==> src/rtl/uart_sched_pkg.sv <==
// Shared definitions for the uart_tx_sched transmitter scheduler.
package uart_sched_pkg;

    typedef enum logic [2:0] {
        IDLE      = 3'd0,
        ARB       = 3'd1,
        LAUNCH    = 3'd2,
        WAIT_DONE = 3'd3,
        COMPLETE  = 3'd4
    } sched_state_e;

    // Width of the shared launch/frame watchdog timer
    localparam int TIMER_W = 16;

    // Default watchdog limits in clk cycles
    localparam int DEF_START_TIMEOUT = 256;
    localparam int DEF_FRAME_TIMEOUT = 2048;

    // Index width for n clients, never narrower than one bit
    function automatic int idx_w(input int n);
        return (n > 1) ? $clog2(n) : 1;
    endfunction

endpackage

==> src/rtl/uart_rr_arb.sv <==
// Combinational round-robin pick: first set request after the pointer, wrapping.
module uart_rr_arb
    import uart_sched_pkg::*;
#(
    parameter int NUM_REQ = 4,
    parameter int IDX_W   = idx_w(NUM_REQ)
) (
    input  logic [NUM_REQ-1:0] req_i,
    input  logic [IDX_W-1:0]   ptr_i,
    output logic               any_req_o,
    output logic [IDX_W-1:0]   winner_o
);

    logic [IDX_W:0] cand_s;
    logic           found_s;

    assign any_req_o = |req_i;

    // Walk the clients starting just after the pointer; the first hit wins
    always_comb begin
        found_s  = 1'b0;
        winner_o = ptr_i;
        cand_s   = '0;
        for (int k = 1; k <= NUM_REQ; k++) begin
            cand_s   = {1'b0, ptr_i} + (IDX_W+1)'(k);
            cand_s   = (cand_s >= (IDX_W+1)'(NUM_REQ)) ? (cand_s - (IDX_W+1)'(NUM_REQ)) : cand_s;
            winner_o = (!found_s && req_i[cand_s[IDX_W-1:0]]) ? cand_s[IDX_W-1:0] : winner_o;
            found_s  = found_s | req_i[cand_s[IDX_W-1:0]];
        end
    end

endmodule

==> src/rtl/uart_tx_sched.sv <==
// Round-robin scheduler sharing one uarttx among NUM_REQ byte-producing clients.
// Sequences the newd/donetx handshake and watchdogs both the launch and the frame.
module uart_tx_sched
    import uart_sched_pkg::*;
#(
    parameter int NUM_REQ       = 4,
    parameter int DATA_W        = 8,
    parameter int START_TIMEOUT = DEF_START_TIMEOUT,
    parameter int FRAME_TIMEOUT = DEF_FRAME_TIMEOUT,
    localparam int IDX_W        = idx_w(NUM_REQ)
) (
    input  logic                      clk,
    input  logic                      rst,
    input  logic [NUM_REQ-1:0]        req,
    input  logic [NUM_REQ*DATA_W-1:0] req_data,
    output logic [NUM_REQ-1:0]        ack,
    output logic [NUM_REQ-1:0]        done,
    output logic                      tx_newd,
    output logic [DATA_W-1:0]         tx_data,
    input  logic                      tx_line,
    input  logic                      tx_done,
    output logic                      busy,
    output logic [IDX_W-1:0]          grant_id,
    output logic                      timeout_err
);

    sched_state_e        state_q, state_d;
    logic [IDX_W-1:0]    ptr_q, ptr_d;
    logic [TIMER_W-1:0]  timer_q, timer_d, timer_inc_s;
    logic [NUM_REQ-1:0]  ack_q, ack_d;
    logic [NUM_REQ-1:0]  done_q, done_d;
    logic                tx_newd_q, tx_newd_d;
    logic [DATA_W-1:0]   tx_data_q, tx_data_d;
    logic                busy_q, busy_d;
    logic [IDX_W-1:0]    grant_id_q, grant_id_d;
    logic                timeout_err_q, timeout_err_d;

    logic                line_meta_q, line_sync_q;
    logic                done_meta_q, done_sync_q, done_prev_q;
    logic [1:0]          settle_q;
    logic                done_rise_s;

    logic                any_req_s;
    logic [IDX_W-1:0]    winner_s;
    logic [DATA_W-1:0]   win_byte_s;

    uart_rr_arb #(
        .NUM_REQ (NUM_REQ),
        .IDX_W   (IDX_W)
    ) u_arb (
        .req_i     (req),
        .ptr_i     (ptr_q),
        .any_req_o (any_req_s),
        .winner_o  (winner_s)
    );

    // Synchronise the line monitor and donetx; settle_q blocks grants until the
    // synchroniser holds a real line sample rather than its reset value
    always_ff @(posedge clk or negedge rst) begin
        if (!rst) begin
            line_meta_q <= 1'b1;
            line_sync_q <= 1'b1;
            done_meta_q <= 1'b0;
            done_sync_q <= 1'b0;
            done_prev_q <= 1'b0;
            settle_q    <= 2'b00;
        end else begin
            line_meta_q <= tx_line;
            line_sync_q <= line_meta_q;
            done_meta_q <= tx_done;
            done_sync_q <= done_meta_q;
            done_prev_q <= done_sync_q;
            settle_q    <= {settle_q[0], 1'b1};
        end
    end

    assign done_rise_s = done_sync_q & ~done_prev_q;
    assign timer_inc_s = (timer_q == {TIMER_W{1'b1}}) ? timer_q : (timer_q + TIMER_W'(1));

    // Select the winning client's byte
    always_comb begin
        win_byte_s = '0;
        for (int i = 0; i < NUM_REQ; i++) begin
            win_byte_s = (winner_s == IDX_W'(i)) ? req_data[i*DATA_W +: DATA_W] : win_byte_s;
        end
    end

    // Next-state and output logic; every output is registered from its _d value
    always_comb begin
        state_d       = state_q;
        ptr_d         = ptr_q;
        ack_d         = '0;
        done_d        = '0;
        tx_newd_d     = tx_newd_q;
        tx_data_d     = tx_data_q;
        busy_d        = busy_q;
        grant_id_d    = grant_id_q;
        timeout_err_d = 1'b0;

        case (state_q)
            IDLE: begin
                // Never grant while the line is low: a frame may still be in flight
                if (any_req_s && line_sync_q && settle_q[1]) begin
                    state_d = ARB;
                end else begin
                    state_d = IDLE;
                end
            end
            ARB: begin
                // A request dropped before ack simply falls back to IDLE
                if (any_req_s) begin
                    tx_data_d       = win_byte_s;
                    grant_id_d      = winner_s;
                    ack_d[winner_s] = 1'b1;
                    busy_d          = 1'b1;
                    tx_newd_d       = 1'b1;
                    state_d         = LAUNCH;
                end else begin
                    state_d = IDLE;
                end
            end
            LAUNCH: begin
                // Drop newd once the start bit is seen so uarttx does not relaunch
                if (!line_sync_q) begin
                    tx_newd_d = 1'b0;
                    state_d   = WAIT_DONE;
                end else if (timer_q >= TIMER_W'(START_TIMEOUT - 1)) begin
                    tx_newd_d     = 1'b0;
                    timeout_err_d = 1'b1;
                    state_d       = COMPLETE;
                end else begin
                    state_d = LAUNCH;
                end
            end
            WAIT_DONE: begin
                if (done_rise_s) begin
                    state_d = COMPLETE;
                end else if (timer_q >= TIMER_W'(FRAME_TIMEOUT - 1)) begin
                    timeout_err_d = 1'b1;
                    state_d       = COMPLETE;
                end else begin
                    state_d = WAIT_DONE;
                end
            end
            COMPLETE: begin
                done_d[grant_id_q] = 1'b1;
                ptr_d              = grant_id_q;
                busy_d             = 1'b0;
                state_d            = IDLE;
            end
            default: begin
                tx_newd_d = 1'b0;
                busy_d    = 1'b0;
                state_d   = IDLE;
            end
        endcase

        // The watchdog restarts on every state entry
        timer_d = (state_d != state_q) ? '0 : timer_inc_s;
    end

    // State, pointer, timer and registered outputs
    always_ff @(posedge clk or negedge rst) begin
        if (!rst) begin
            state_q       <= IDLE;
            ptr_q         <= IDX_W'(NUM_REQ - 1);
            timer_q       <= '0;
            ack_q         <= '0;
            done_q        <= '0;
            tx_newd_q     <= 1'b0;
            tx_data_q     <= '0;
            busy_q        <= 1'b0;
            grant_id_q    <= '0;
            timeout_err_q <= 1'b0;
        end else begin
            state_q       <= state_d;
            ptr_q         <= ptr_d;
            timer_q       <= timer_d;
            ack_q         <= ack_d;
            done_q        <= done_d;
            tx_newd_q     <= tx_newd_d;
            tx_data_q     <= tx_data_d;
            busy_q        <= busy_d;
            grant_id_q    <= grant_id_d;
            timeout_err_q <= timeout_err_d;
        end
    end

    assign ack         = ack_q;
    assign done        = done_q;
    assign tx_newd     = tx_newd_q;
    assign tx_data     = tx_data_q;
    assign busy        = busy_q;
    assign grant_id    = grant_id_q;
    assign timeout_err = timeout_err_q;

endmodule

==> config.mk <==
export PLATFORM = sky130hd
export DESIGN_NAME = uart_tx_sched
export DESIGN_NICKNAME = d
export VERILOG_FILES = /design/src/rtl/uart_sched_pkg.sv /design/src/rtl/uart_rr_arb.sv /design/src/rtl/uart_tx_sched.sv
export SDC_FILE = /design/constraint.sdc
export NUM_CORES = 1
export LEC_CHECK = 0
export BUFFER_PORTS_ARGS = -buffer_cell sky130_fd_sc_hd__clkbuf_2
export CORE_MARGIN = 8
export CORE_UTILIZATION = 25
export DETAILED_ROUTE_END_ITERATION = 10
export SYNTH_ARGS = -nofsm -noshare
export SYNTH_HDL_FRONTEND = slang
export SYNTH_SLANG_ARGS = --single-unit
==> constraint.sdc <==
create_clock -name clk -period 2.4 [get_ports clk]
set_input_delay 0 -clock clk [delete_from_list [all_inputs] [get_ports clk]]
set_output_delay 0 -clock clk [all_outputs]
set_load 0.005 [all_outputs]
==> run metrics <==
Hold Buf Count CTS 3; Final setup viols 0; Die Area 0.01356 mm2; clk buf depth 2; dpl cells 453; top sig layer met4; Slew Limit Fails 0; Worst Tran Pin Value 0.9937 ns; crit path max-delay cell type or3_1; Setup crit start kind flop; main combinational cell family by area after synthesis compound AO/OA/AOI/OAI gates; Worst slew margin 33.75%; ys async rst share 100.0%; drt total wl 6467 um; CTS tree done; GRT Overall Usage 9.848%; top_reg_cell synth dfrtp_1; share of post-route cells with drive strength above 1 28.18%; top cells by area, synth dfrtp_1 45%, a211oi_1 6.3%, nor2_1 4.8%; routed length on met3 296 um; Critical Path End Type flop; Initial DRC Count 107; Die Span Y 116.4 um; most common cell after layout, fill and taps aside clkbuf_2; mux contribution to synthesized area 2.877%; vias in the first global route 2234; status finished, final reports clean; max-cap violation count 0; DR vias/cell 4.670; Post-Syn Area 0.002522 mm2; Syn Area/Cell 9.664 um2; XOR/XNOR Fraction of Synth Area 2.778%; unrepaired setup endpoints after global routing false; antenna cells 0; Worst-path clk slew 0.08 ns; Remaining Overflow, GRT 0; crit-path max FO 16; Post-route DRC 0; sequential share of the synthesized area 48.81%; Hold Slack 0.05756 ns; adder-cell share of the synthesized area 0.4960%; M1 WL 3061 um; Synth Area in Compound Gates 20.19%; power density over the cells 941.3 mW/mm2; Starting Density 25.81%; Sink Count 49; Detail Route Antenna Nets 0; Initial DRT Pass Iterations 4; Yosys cell types 55; # port buffers 60; setup slack after layout 0.2170 ns; post-cts sizing count 0; Worst path top cell family by delay compound AO/OA/AOI/OAI gates; Post-Syn Nets 302; most frequent cells in the layout 60 x clkbuf_2, 45 x dfrtp_1, 32 x nor2_1; Setup Crit Path Kind reg -> reg; crit-path cells ha_1 -> nand2_2 -> or3_1 -> o2111ai_1 -> o32a_4 -> nor3_1; fin cells 463; Critical path buffers and inverters 0; Post-Synth Simple-Gate Area 19.89%; Hold Path Class in -> reg; final worst path period share 90.96%; fmax 0.4581 GHz; dpl ws 0.2224 ns; Worst VDD drop 0.0003994 V; number of synthesized flops with an enable pin 0; HPWL after DPL 5109 um; largest net degree at the start of global routing 41; Crit path largest cell delay 0.49 ns; die width 116.4 um; cell taking the most area after synthesis dfrtp_1; first-pass GRT wire length 10780 um; Vias 2162; clk_skew 0.007835 ns; critical path required time 2.58 ns; post-layout util 32.05%; yosys warns 0; Root Buffer clkbuf_8; Core ar. 0.009774 mm2; Ports 61; nets@finish 371; RePlAce Congestion 0.7786; post-CTS setup buffers 0; endpoints failing hold 0; CTS Buf Count 5; Critical Path AT 2.37 ns; H-tree levels 2; row count 36; clock latency on the worst-skew pair 0.30 ns; top-area cell type share of the netlist area 44.64%; Post-Syn Instances 261; met2 WL 3062 um; Post-Route Setup TNS 0 ns; area growth from synthesis to layout 24.21%; WL/cell 13.97 um; static leakage 1.432 nW; Seq cells post-synth 49; post-route minimum period 2.183 ns; initial antenna violation count 0
cell usage after synthesis (3+ instances only):
library cell / number
o21a_1: 3
nand3_1: 9
o21ai_0: 4
or3_1: 3
nor2_1: 32
nand2b_1: 4
nor4_1: 3
xnor2_1: 4
a211oi_1: 21
dfrtp_1: 45
buf_2: 4
inv_1: 20
a21oi_1: 6
nand2_1: 21
dfstp_2: 4
nor3_1: 9
nand4_1: 4
a2111oi_0: 4
mux2i_1: 5
o31ai_1: 6
xor2_1: 4
sequential cells by signal (all words and copies together), names as in the netlist:
name / count
grant_id: 2
timer_q: 16
busy: 1
state_q: 3
settle_q: 2
ack: 4
line_sync_q: 1
line_meta_q: 1
tx_newd: 1
timeout_err: 1
done: 4
tx_data: 8
done_meta_q: 1
done_sync_q: 1
done_prev_q: 1
ptr_q: 2
where the power goes:
group          internal, mW  total, mW  leakage, nW  switching, mW
logic                 0.504       1.14        0.752          0.631
clock network         0.309      0.584       0.0546          0.276
registers              1.02       1.23        0.625          0.206
worst min-delay path: stages:
cell and delay, ns:
clkbuf_2 0.08, a211oi_1 0.06, o31ai_1 0.18
layout make-up:
cell class	instances	area [um2]
fillers	1043	6641
repair buffers	70	382.9
clock buffers	5	68.82
inverters	20	75.07
multi-input cells	184	1170
well taps	133	166.4
clock inverters	2	38.79
flip-flops and latches	49	1231
cell families after synthesis:
logic type                 Yosys count
adders and majority gates            1
other                                1
and+or+nand+nor                    101
xor gates and xnor gates             8
buffers and inverters               28
DFF                                 49
AOI/OAI and AO/OA                   66
muxes                                7
final timing paths:
path | from | endpoint | slack [ns] | depth (start not counted)
setup reg to reg | timer_q[0]$_DFFE_PN0P_ | timer_q[2]$_DFFE_PN0P_ | 0.22 | 6
min in group asynchronous | rst | done_meta_q$_DFF_PN0_ | 0.40 | 2
hold / removal | req_data[18] | tx_data[2]$_DFFE_PN0P_ | 0.06 | 3
max in group asynchronous | rst | timer_q[4]$_DFFE_PN0P_ | 1.31 | 3
hold reg to reg | settle_q[0]$_DFF_PN0_ | settle_q[1]$_DFF_PN0_ | 0.35 | 0
setup / recovery | timer_q[0]$_DFFE_PN0P_ | timer_q[2]$_DFFE_PN0P_ | 0.22 | 6
through the flow:
stage	cell area (um2)	total power, mW
floorplan	2522	1.994
CTS	3133	2.997
global placement	2995	2.365
finish	3133	2.949
detailed placement	2995	2.398
global route	3133	3.188
layer usage:
layer	GRT usage, %	up-vias
li1	-	1091
met1	12.97	1026
met2	15.64	39
met3	2.585	6
met5	0	-
met4	2.506	0
(Power assumes the default switching activity.)
